`config.mk`:
```
export PLATFORM = sky130hd
export DESIGN_NAME = fse_adapt_ctrl_flat
export DESIGN_NICKNAME = d
export VERILOG_FILES = /design/src/rtl/fse_adapt_ctrl_if.sv /design/src/rtl/fse_adapt_ctrl.sv /design/src/flat_wrapper.sv
export SDC_FILE = /design/constraint.sdc
export NUM_CORES = 1
export LEC_CHECK = 0
export ABC_CLOCK_PERIOD_IN_PS = 6100
export CAP_MARGIN = 20
export CORE_AREA = 10 10 113 90
export DETAILED_ROUTE_END_ITERATION = 8
export DIE_AREA = 0 0 123 100
export MAX_ROUTING_LAYER = met4
export PLACE_DENSITY_LB_ADDON = 0.12
export SLEW_MARGIN = 10
export SYNTH_ARGS = -nofsm -noshare
export SYNTH_HDL_FRONTEND = slang
export SYNTH_SLANG_ARGS = --single-unit
export TNS_END_PERCENT = 1
```
`constraint.sdc`:
```
create_clock -name clk -period 6.1 [get_ports clk]
set_input_delay 1.22 -clock clk [delete_from_list [all_inputs] [get_ports clk]]
set_output_delay 1.22 -clock clk [all_outputs]
set_load 0.005 [all_outputs]
```
`src/rtl/fse_adapt_ctrl_if.sv`:
```
// Control/status bundle between the adaptive equaliser datapath and its sequencer.
// Slave side is the sequencer: it consumes start/stop/freeze plus slicer errors and drives the strobes.
interface fse_adapt_ctrl_if #(
  parameter int NBT_ERR = 12
);
  logic                      i_start;
  logic                      i_stop;
  logic                      i_freeze;
  logic signed [NBT_ERR-1:0] i_err_I;
  logic signed [NBT_ERR-1:0] i_err_Q;
  logic                      o_en_rx;
  logic                      o_en_rate2;
  logic                      o_en_rate1;
  logic                      o_save_shtrs;
  logic                      o_step_sel;
  logic                      o_locked;
  logic                      o_acq_fail;
  logic [NBT_ERR:0]          o_metric;

  modport master (
    output i_start, i_stop, i_freeze, i_err_I, i_err_Q,
    input  o_en_rx, o_en_rate2, o_en_rate1, o_save_shtrs, o_step_sel, o_locked, o_acq_fail, o_metric
  );

  modport slave (
    input  i_start, i_stop, i_freeze, i_err_I, i_err_Q,
    output o_en_rx, o_en_rate2, o_en_rate1, o_save_shtrs, o_step_sel, o_locked, o_acq_fail, o_metric
  );
endinterface

```
`src/rtl/fse_adapt_ctrl.sv`:
```
// Sequencer for the fractionally-spaced LMS equaliser: strobe generation, flush/acquire/track phases
// and lock detection from windowed slicer-error energy. Every output is a flop.
module fse_adapt_ctrl #(
  parameter int DIV         = 4,
  parameter int NBT_ERR     = 12,
  parameter int NBF_ERR     = 9,
  parameter int LOG2_WIN    = 4,
  parameter int FLUSH_SYM   = 16,
  parameter int ACQ_MAX_WIN = 8,
  parameter int LOCK_THR    = 128,
  parameter int UNLOCK_THR  = 256
) (
  input logic            clk,
  input logic            i_reset,
  fse_adapt_ctrl_if.slave bus
);
  localparam int CNT_W = (DIV > 2) ? $clog2(DIV) : 1;
  localparam int SYM_W = $clog2(FLUSH_SYM + 1);
  localparam int ACQ_W = $clog2(ACQ_MAX_WIN + 1);
  localparam int MAG_W = NBT_ERR + 1;
  localparam int ACC_W = NBT_ERR + 1 + LOG2_WIN;

  localparam logic [CNT_W-1:0]    CNT_MAX    = CNT_W'(DIV - 1);
  localparam logic [SYM_W-1:0]    SYM_LAST   = SYM_W'(FLUSH_SYM - 1);
  localparam logic [ACQ_W-1:0]    ACQ_LAST   = ACQ_W'(ACQ_MAX_WIN - 1);
  localparam logic [LOG2_WIN-1:0] WIN_LAST   = '1;
  localparam logic [MAG_W-1:0]    LOCK_LIM   = MAG_W'(LOCK_THR);
  localparam logic [MAG_W-1:0]    UNLOCK_LIM = MAG_W'(UNLOCK_THR);

  if ((DIV < 2) || (NBF_ERR >= NBT_ERR)) begin : g_param_check
    $error("fse_adapt_ctrl: DIV must be >= 2 and NBF_ERR < NBT_ERR");
  end

  typedef enum logic [1:0] {S_IDLE, S_FLUSH, S_ACQ, S_TRACK} state_t;

  state_t              state_q, state_d;
  logic [CNT_W-1:0]    cnt_q, cnt_d;
  logic                phase_q, phase_d;
  logic [SYM_W-1:0]    sym_q, sym_d;
  logic [LOG2_WIN-1:0] win_q, win_d;
  logic [ACC_W-1:0]    acc_q, acc_d;
  logic [ACQ_W-1:0]    acq_win_q, acq_win_d;
  logic                bad_q, bad_d;
  logic                r1_dly_q, r1_dly_d;
  logic [MAG_W-1:0]    metric_q, metric_d;
  logic                en_rx_q, en_rx_d;
  logic                en_rate2_q, en_rate2_d;
  logic                en_rate1_q, en_rate1_d;
  logic                save_shtrs_q, save_shtrs_d;
  logic                step_sel_q, step_sel_d;
  logic                locked_q, locked_d;
  logic                acq_fail_q, acq_fail_d;

  logic [NBT_ERR-1:0]  mag_re, mag_im;
  logic [MAG_W-1:0]    err_sum, win_metric;
  logic [ACC_W-1:0]    acc_sum;
  logic                strobe2, strobe1, sample, win_close;

  // Negating the most negative code yields the same bit pattern, which read unsigned is the exact magnitude.
  assign mag_re  = bus.i_err_I[NBT_ERR-1] ? $unsigned(-bus.i_err_I) : $unsigned(bus.i_err_I);
  assign mag_im  = bus.i_err_Q[NBT_ERR-1] ? $unsigned(-bus.i_err_Q) : $unsigned(bus.i_err_Q);
  assign err_sum = {1'b0, mag_re} + {1'b0, mag_im};

  always_comb begin
    state_d    = state_q;
    cnt_d      = cnt_q;
    phase_d    = phase_q;
    sym_d      = sym_q;
    win_d      = win_q;
    acc_d      = acc_q;
    acq_win_d  = acq_win_q;
    bad_d      = bad_q;
    metric_d   = metric_q;
    acq_fail_d = 1'b0;

    strobe2    = (state_q != S_IDLE) && (cnt_q == CNT_MAX);
    strobe1    = strobe2 && phase_q;
    sample     = ((state_q == S_ACQ) || (state_q == S_TRACK)) && !bus.i_freeze && r1_dly_q;
    acc_sum    = acc_q + ACC_W'(err_sum);
    win_close  = sample && (win_q == WIN_LAST);
    win_metric = acc_sum[ACC_W-1:LOG2_WIN];
    r1_dly_d   = strobe1;

    if (state_q != S_IDLE) begin
      cnt_d = (cnt_q == CNT_MAX) ? '0 : cnt_q + CNT_W'(1);
      if (strobe2) phase_d = ~phase_q;
    end

    // The closing sample seeds nothing: the next window starts from zero on the following sample.
    if (sample) begin
      win_d = win_q + LOG2_WIN'(1);
      acc_d = win_close ? '0 : acc_sum;
      if (win_close) metric_d = win_metric;
    end

    unique case (state_q)
      S_IDLE: begin
        if (bus.i_start && !bus.i_stop) state_d = S_FLUSH;
      end
      S_FLUSH: begin
        if (!bus.i_freeze && strobe1) begin
          if (sym_q == SYM_LAST) begin
            state_d   = S_ACQ;
            win_d     = '0;
            acc_d     = '0;
            acq_win_d = '0;
          end else begin
            sym_d = sym_q + SYM_W'(1);
          end
        end
      end
      S_ACQ: begin
        if (win_close) begin
          if (win_metric < LOCK_LIM) begin
            state_d = S_TRACK;
            bad_d   = 1'b0;
          end else if (acq_win_q == ACQ_LAST) begin
            state_d    = S_FLUSH;
            acq_fail_d = 1'b1;
          end else begin
            acq_win_d = acq_win_q + ACQ_W'(1);
          end
        end
      end
      S_TRACK: begin
        if (win_close) begin
          if (win_metric > UNLOCK_LIM) begin
            if (bad_q) begin
              state_d   = S_ACQ;
              acq_win_d = '0;
              bad_d     = 1'b0;
            end else begin
              bad_d = 1'b1;
            end
          end else begin
            bad_d = 1'b0;
          end
        end
      end
      default: state_d = S_IDLE;
    endcase

    // Stop pre-empts any coincident window result, including the metric update and a timeout.
    if (bus.i_stop && (state_q != S_IDLE)) begin
      state_d    = S_IDLE;
      acq_fail_d = 1'b0;
      metric_d   = metric_q;
    end

    if ((state_d == S_IDLE) || ((state_d == S_FLUSH) && (state_q != S_FLUSH))) begin
      cnt_d     = '0;
      phase_d   = 1'b0;
      sym_d     = '0;
      win_d     = '0;
      acc_d     = '0;
      acq_win_d = '0;
      bad_d     = 1'b0;
    end

    en_rx_d      = (state_d != S_IDLE);
    en_rate2_d   = en_rx_d && (cnt_d == CNT_MAX);
    en_rate1_d   = en_rate2_d && phase_d;
    save_shtrs_d = en_rate2_d && !phase_d;
    step_sel_d   = (state_d == S_FLUSH) || (state_d == S_ACQ);
    locked_d     = (state_d == S_TRACK);
  end

  always_ff @(posedge clk) begin
    if (!i_reset) begin
      state_q      <= S_IDLE;
      cnt_q        <= '0;
      phase_q      <= 1'b0;
      sym_q        <= '0;
      win_q        <= '0;
      acc_q        <= '0;
      acq_win_q    <= '0;
      bad_q        <= 1'b0;
      r1_dly_q     <= 1'b0;
      metric_q     <= '0;
      en_rx_q      <= 1'b0;
      en_rate2_q   <= 1'b0;
      en_rate1_q   <= 1'b0;
      save_shtrs_q <= 1'b0;
      step_sel_q   <= 1'b0;
      locked_q     <= 1'b0;
      acq_fail_q   <= 1'b0;
    end else begin
      state_q      <= state_d;
      cnt_q        <= cnt_d;
      phase_q      <= phase_d;
      sym_q        <= sym_d;
      win_q        <= win_d;
      acc_q        <= acc_d;
      acq_win_q    <= acq_win_d;
      bad_q        <= bad_d;
      r1_dly_q     <= r1_dly_d;
      metric_q     <= metric_d;
      en_rx_q      <= en_rx_d;
      en_rate2_q   <= en_rate2_d;
      en_rate1_q   <= en_rate1_d;
      save_shtrs_q <= save_shtrs_d;
      step_sel_q   <= step_sel_d;
      locked_q     <= locked_d;
      acq_fail_q   <= acq_fail_d;
    end
  end

  assign bus.o_en_rx      = en_rx_q;
  assign bus.o_en_rate2   = en_rate2_q;
  assign bus.o_en_rate1   = en_rate1_q;
  assign bus.o_save_shtrs = save_shtrs_q;
  assign bus.o_step_sel   = step_sel_q;
  assign bus.o_locked     = locked_q;
  assign bus.o_acq_fail   = acq_fail_q;
  assign bus.o_metric     = metric_q;
endmodule

```
`src/flat_wrapper.sv`:
```
// flat-port wrapper written by rule: the top's interface ports become plain ports
module fse_adapt_ctrl_flat 
#(
  parameter int DIV         = 4,
  parameter int NBT_ERR     = 12,
  parameter int NBF_ERR     = 9,
  parameter int LOG2_WIN    = 4,
  parameter int FLUSH_SYM   = 16,
  parameter int ACQ_MAX_WIN = 8,
  parameter int LOCK_THR    = 128,
  parameter int UNLOCK_THR  = 256
)
  (clk, i_reset, bus_i_start, bus_i_stop, bus_i_freeze, bus_i_err_I, bus_i_err_Q, bus_o_en_rx, bus_o_en_rate2, bus_o_en_rate1, bus_o_save_shtrs, bus_o_step_sel, bus_o_locked, bus_o_acq_fail, bus_o_metric);
  fse_adapt_ctrl_if #(.NBT_ERR(NBT_ERR)) bus_i ();
  input logic clk;
  input logic i_reset;
  input wire logic [$bits(bus_i.i_start)-1:0] bus_i_start;
  input wire logic [$bits(bus_i.i_stop)-1:0] bus_i_stop;
  input wire logic [$bits(bus_i.i_freeze)-1:0] bus_i_freeze;
  input wire logic [$bits(bus_i.i_err_I)-1:0] bus_i_err_I;
  input wire logic [$bits(bus_i.i_err_Q)-1:0] bus_i_err_Q;
  output wire logic [$bits(bus_i.o_en_rx)-1:0] bus_o_en_rx;
  output wire logic [$bits(bus_i.o_en_rate2)-1:0] bus_o_en_rate2;
  output wire logic [$bits(bus_i.o_en_rate1)-1:0] bus_o_en_rate1;
  output wire logic [$bits(bus_i.o_save_shtrs)-1:0] bus_o_save_shtrs;
  output wire logic [$bits(bus_i.o_step_sel)-1:0] bus_o_step_sel;
  output wire logic [$bits(bus_i.o_locked)-1:0] bus_o_locked;
  output wire logic [$bits(bus_i.o_acq_fail)-1:0] bus_o_acq_fail;
  output wire logic [$bits(bus_i.o_metric)-1:0] bus_o_metric;
  assign bus_i.i_start = bus_i_start;
  assign bus_i.i_stop = bus_i_stop;
  assign bus_i.i_freeze = bus_i_freeze;
  assign bus_i.i_err_I = bus_i_err_I;
  assign bus_i.i_err_Q = bus_i_err_Q;
  assign bus_o_en_rx = bus_i.o_en_rx;
  assign bus_o_en_rate2 = bus_i.o_en_rate2;
  assign bus_o_en_rate1 = bus_i.o_en_rate1;
  assign bus_o_save_shtrs = bus_i.o_save_shtrs;
  assign bus_o_step_sel = bus_i.o_step_sel;
  assign bus_o_locked = bus_i.o_locked;
  assign bus_o_acq_fail = bus_i.o_acq_fail;
  assign bus_o_metric = bus_i.o_metric;
  fse_adapt_ctrl #(.DIV(DIV), .NBT_ERR(NBT_ERR), .NBF_ERR(NBF_ERR), .LOG2_WIN(LOG2_WIN), .FLUSH_SYM(FLUSH_SYM), .ACQ_MAX_WIN(ACQ_MAX_WIN), .LOCK_THR(LOCK_THR), .UNLOCK_THR(UNLOCK_THR)) u_core (.clk(clk), .i_reset(i_reset), .bus(bus_i));
endmodule
```
* After elaboration in Yosys (flattened, before gate mapping)
Cells that the tools add are included.
Widths: inputs -> output; s select.
** Word-level totals
- Register bits :: 57
** Operators by class
- $add $sub $neg :: 8
- Reductions and logical operators :: 30
- Bitwise operators :: 6
- Multiplexer cells :: 44
- $lt $le $gt $ge :: 2
- Equal/unequal tests :: 21
** Operators with widths (count)
- $mux 17 :: 5
- $mux 4 :: 12
- $mux 2 :: 13
- $mux 12 :: 2
- $neg 12->12 :: 2
- $add 17x13->17 :: 1
- $add 12x12->13 :: 1
- $gt 13x9->1 const B :: 1
- $lt 13x8->1 const B :: 1
- $eq 2x2->1 const B :: 6
- $logic_and 1x1->1 :: 12
- $ne 2x1->1 const B :: 6
- $pmux 4 s3 :: 1
- $mux 1 :: 9
- $reduce_and 9->1 :: 1
- $add 4x1->4 const B :: 2
- $ne 2x2->1 const B :: 4
- $pmux 2 s4 :: 1
- $not 1->1 :: 6
- $reduce_and 3->1 :: 2
- $reduce_bool 2->1 :: 3
- $add 5x1->5 const B :: 1
- $eq 5x4->1 const B :: 1
- $reduce_or 5->1 :: 1
- 11 further kinds :: 17

* Logic depth before layout (Yosys ltp)
- Word-level depth :: 16
- Gate-level depth with buffers :: 25
- Mapped depth without buffers :: 23

* Least setup slack after synthesis
OpenSTA, ideal clock, no wires.
- Kind :: input to register
- From :: input bus_i_err_Q[2]
- To :: register u_core.acq_win_q[2]
- Data arrival time :: 6.328 ns
- Path slack :: -0.307 ns
- Path buffers :: 0
- Setup time :: 0.079 ns
- Data required time :: 6.021 ns
- Cell stages on the path :: 20
- Cells stage by stage :: or4_1 -> or2_2 -> or4b_2 -> fa_1 -> inv_1 -> ha_1 -> nand2_1 -> a211oi_1 -> a2111o_1 -> nand3_1 -> nor4_2 -> and4b_1 -> nor3_2 -> or3_1 -> ha_1 -> nor2_1 -> and2_1 -> nand2_1 -> or4_1 -> o211ai_1
** On the way
- Word-level cells in the longest chain between the ends :: 13
** Ends and longest elaborated chain
- start, declared :: RTL line flat_wrapper.sv:21 : input wire logic [$bits(bus_i.i_err_Q)-1:0] bus_i_err_Q;
- $neg 12->12 :: RTL line fse_adapt_ctrl.sv:61 : assign mag_im = bus.i_err_Q[NBT_ERR-1] ? $unsigned(-bus.i_err_Q) : $unsigned(bus.i_err_Q);
- $mux 12 (*) :: RTL line fse_adapt_ctrl.sv:61
- $add 12x12->13 (*) :: RTL line fse_adapt_ctrl.sv:62 : assign err_sum = {1'b0, mag_re} + {1'b0, mag_im};
- $add 17x13->17 (*) :: RTL line fse_adapt_ctrl.sv:79 : acc_sum = acc_q + ACC_W'(err_sum);
- $gt 13x9->1 / $lt 13x8->1 (equally long branches) :: RTL line fse_adapt_ctrl.sv:127, fse_adapt_ctrl.sv:114
- $mux 2 (on tied branches) :: RTL line fse_adapt_ctrl.sv:127, fse_adapt_ctrl.sv:114
- $mux 2 (on tied branches) :: RTL line fse_adapt_ctrl.sv:126, fse_adapt_ctrl.sv:113
- $pmux 2 s4 :: RTL line fse_adapt_ctrl.sv:96 : unique case (state_q)
- $mux 2 :: RTL line fse_adapt_ctrl.sv:144 : if (bus.i_stop && (state_q != S_IDLE)) begin
- $eq 2x1->1 :: RTL line fse_adapt_ctrl.sv:150 : if ((state_d == S_IDLE) || ((state_d == S_FLUSH) && (state_q != S_FLUSH))) begin
- $logic_and 1x1->1 :: RTL line fse_adapt_ctrl.sv:150
- $logic_or 1x1->1 :: RTL line fse_adapt_ctrl.sv:150
- $reduce_or 2->1 (no line)
- end signal, assigned :: RTL line fse_adapt_ctrl.sv:194 : acq_win_q <= acq_win_d;
- end, declared :: RTL line fse_adapt_ctrl.sv:42 : logic [ACQ_W-1:0] acq_win_q, acq_win_d;
Every way passes the cells marked *; elsewhere a longest branch is shown, timed or not.
A chain may end at the register's enable or synchronous reset.

* Worst setup path in the final report
- From :: input bus_i_err_Q[1]
- To :: register u_core.acq_win_q[2]
Same word-level chain as after synthesis.

==> impl_results.md <==
- Final #Nets: 707
- Avg WL per Cell: 15.0 um
- Die Ht: 100 um
- Pin count of the biggest net entering global routing: 21
- Vias per inst: 5.40
- Critical path class: input pin to flip-flop
- Power Density: 209 nW/um^2
- Status: complete, no violations
- Initial antenna violation count: 0
- Initial Utilization: 0.491
- Die area: 12300 um^2
- IO Pins: 49
- Clock Latency Late Sink: 0.33 ns
- Critical path fanouts, max: 6
- Internal cell power: 0.000804 W
- Max clock buf depth: 2
- Sequential fraction of the synthesis area: 0.287
- Total CTS buffers: 9
- Chip width: 123 um
- Post-Syn Instances: 498
- Netlist Area Pre-Place: 3970 um^2
- Maxcap violations: 0
- # diodes: 0
- CTS sink cnt: 57
- First-pass DRT Iterations: 5
- First-pass GRT wire length: 18.4 mm
- Clock Skew: 0.00716 ns
- Sequential share of power: 0.307
- DRC violations left: 0
- EDFF count, synth: 0
- Worst hold path type: flip-flop to flip-flop
- Netlist cell types: 65
- CTS tree: yes
- Switching share of power: 0.341
- Drt total wl: 11.3 mm
- CP arrival: 6.33 ns
- Gp weighted congestion: 0.945
- Initial DRC count: 289
- Syn_nets: 563
- GRT overflow: 0
- Max-slew violations: 0
- H-tree depth: 3
- Vias in the first global route: 3936
- Yosys warning count: 0
- Pre-CTS WS: -0.861 ns
- Sum Neg Setup Slack: 0 ns
- FP Rows: 29
- Share of cells above drive strength 1: 0.294
- Hpwl dp: 8.80 mm
- Final hold slack: 0.453 ns
- Tot GR Track Use: 0.187
- Area Growth Syn to Fin: 47.3%
- P_leak: 2.38 nW
- Hold Fails Final Rpt: 0
- CTS Hold Bufs: 0
- Multi-input gate area: 2950 um^2
- CTS clk-pin slew, worst paths: 0.07 ns
- Via count: 4079
- Worst slew pin tran: 0.805 ns
- CP required: 6.35 ns
- Clk root buf: clkbuf_8
- Fillers: 612
- Max Fclk: 0.165 GHz
- Setup WS post-layout: 0.0274 ns
- Total net switching power: 0.000416 W
- RSZ-0062 raised after global routing: yes
- Antenna viol nets, final: 0
- Port bufs: 48
- Slew HR: 0.461
- Syn Area/Cell: 7.98 um^2
- Final setup vio count: 0
- Placeable Area: 8090 um^2
- Clock share of power: 0.260
- Peak VDD IR: 0.142 mV
- Fin crit share: 0.996
- FF+latch count, synth: 57
- Final min period: 6.07 ns
- Register area: 1140 um^2
- Setup crit start kind: input pin
- Crit end category: flip-flop
- Ys async rst share: 0
- Combinational share of power: 0.433
- Dominant synthesized flop cell: dfxtp_1
==> power by group through the flow <==
stage	sequential (W)	clock, W	combinational, W
4_1_cts	0.000375	0.000325	0.000468
3_3_place_gp	0.000383	0	0.000447
2_1_floorplan	0.000382	0	0.000228
5_1_grt	0.000375	0.000345	0.000569
6_report	0.000375	0.000317	0.000528
3_5_place_dp	0.000384	0	0.000452
==> layer usage <==
metal | share of wire | track usage
met1 | 0.45 | 0.243
met2 | 0.48 | 0.289
met4 | 0.014 | 0.0465
met3 | 0.056 | 0.0398
met5 | 0 | -
==> path summary, 6_finish.rpt <==
kind                             to  slack (ns)              startpoint  depth (start not counted)
max             u_core.acq_win_q[2]        0.03          bus_i_err_Q[1]                         24
min          u_core.bus.o_metric[6]        0.45  u_core.bus.o_metric[6]                          2
max reg2reg     u_core.acq_win_q[2]        1.46         u_core.acc_q[1]                         23
min reg2reg  u_core.bus.o_metric[6]        0.45  u_core.bus.o_metric[6]                          2
==> cell usage in the layout (no fill, tap or decap), types with 12 or more instances in the layout <==
| cell | netlist | final |
|---|---|---|
| a21oi_1 | 36 | 33 |
| xnor2_1 | 15 | 14 |
| nand2_1 | 60 | 51 |
| inv_1 | 43 | 37 |
| dfxtp_1 | 57 | 57 |
| fa_1 | 13 | 12 |
| clkdlybuf4s50_1 | 0 | 34 |
| nor2_1 | 55 | 52 |
| buf_4 | 0 | 103 |
| xor2_1 | 18 | 15 |
| ha_1 | 23 | 13 |
==> logic make-up after synthesis <==
| logic type | count (synthesis) | share of synthesized area |
|---|---|---|
| flops | 57 | 0.287 |
| fa+ha+maj | 36 | 0.138 |
| buf+inv | 63 | 0.0611 |
| mux | 6 | 0.0151 |
| xor+xnor | 33 | 0.0728 |
| simple gates | 187 | 0.227 |
| compound gates | 116 | 0.199 |
==> final cells by class <==
class | instances | area share
Multi-Input combinational cell | 378 | 0.504
Timing Repair Buffer | 152 | 0.219
Sequential cell | 57 | 0.195
Inverter | 44 | 0.0282
Clock buffer | 11 | 0.0259
Tap cell | 108 | 0.0231
Clock inverter | 5 | 0.00513
==> critical path, cell delays in order <==
cell	delay (ns)
buf_6	0.09
inv_2	0.05
nand2_2	0.05
or4_4	0.47
or2_4	0.27
o41ai_4	0.22
xor2_1	0.14
fa_1	0.55
inv_2	0.05
ha_4	0.27
nand2_1	0.07
o21a_1	0.21
and3_1	0.18
a221o_1	0.34
nor4_4	0.32
and4b_1	0.29
nor3_2	0.07
or3_4	0.41
ha_4	0.18
nor2_4	0.10
buf_6	0.13
nand2_4	0.06
or4_1	0.47
o211ai_1	0.10
==> state kept, by name (all words and copies together) (netlist names), 2 cells and up <==
signal	flops
u_core.win_q	4
u_core.acq_win_q	4
u_core.bus.o_metric	13
u_core.state_q	2
u_core.cnt_q	2
u_core.sym_q	5
u_core.acc_q	17
==> per-stage QoR <==
stage | power (W) | std cells | utilization | area (um^2)
after floorplan | 0.000610 | 498 | - | 4020
after global placement | 0.000830 | 725 | 0.646 | 5230
after detailed placement | 0.000835 | 725 | 0.646 | 5230
after CTS | 0.00117 | 747 | 0.684 | 5540
after global routing | 0.00129 | 755 | 0.723 | 5850
final | 0.00122 | 755 | 0.723 | 5850
==> synth_stat cells (2+ instances only) <==
master / count / area share
o22ai_1: 2 / 0.0031
a21boi_0: 2 / 0.0038
nand3_1: 12 / 0.015
nand2b_1: 3 / 0.0047
nor3_1: 10 / 0.013
mux2i_1: 6 / 0.015
a211oi_1: 7 / 0.013
a21o_1: 3 / 0.0057
dfxtp_1: 57 / 0.29
buf_2: 4 / 0.0050
or4_1: 4 / 0.0076
and3_1: 3 / 0.0047
fa_1: 13 / 0.066
a21oi_1: 36 / 0.045
o31a_1: 2 / 0.0044
nand2_1: 60 / 0.057
o21a_1: 3 / 0.0057
nand4bb_1: 2 / 0.0057
xor2_1: 18 / 0.040
a31oi_1: 2 / 0.0031
nor2_1: 55 / 0.052
ha_1: 23 / 0.072
nor2b_1: 7 / 0.011
or3_1: 3 / 0.0047
nor3b_1: 2 / 0.0038
clkbuf_1: 14 / 0.013
o21ai_0: 16 / 0.020
and2_1: 8 / 0.013
nand4b_1: 2 / 0.0044
inv_1: 43 / 0.041
xnor2_1: 15 / 0.033
a22oi_1: 11 / 0.021
o31ai_1: 5 / 0.0094
o41ai_1: 3 / 0.0066
o211ai_1: 7 / 0.013
nand4_1: 5 / 0.0079
nand3b_1: 2 / 0.0038
==> what timing repair did <==
action                     in CTS  in global routing
resized for setup              42                 54
gates cloned                    0                  0
pin swaps                      19                 43
setup endpoints to repair      37                 37
buffers inserted                6                  8
Note: power is estimated with default switching activity, not from simulation.
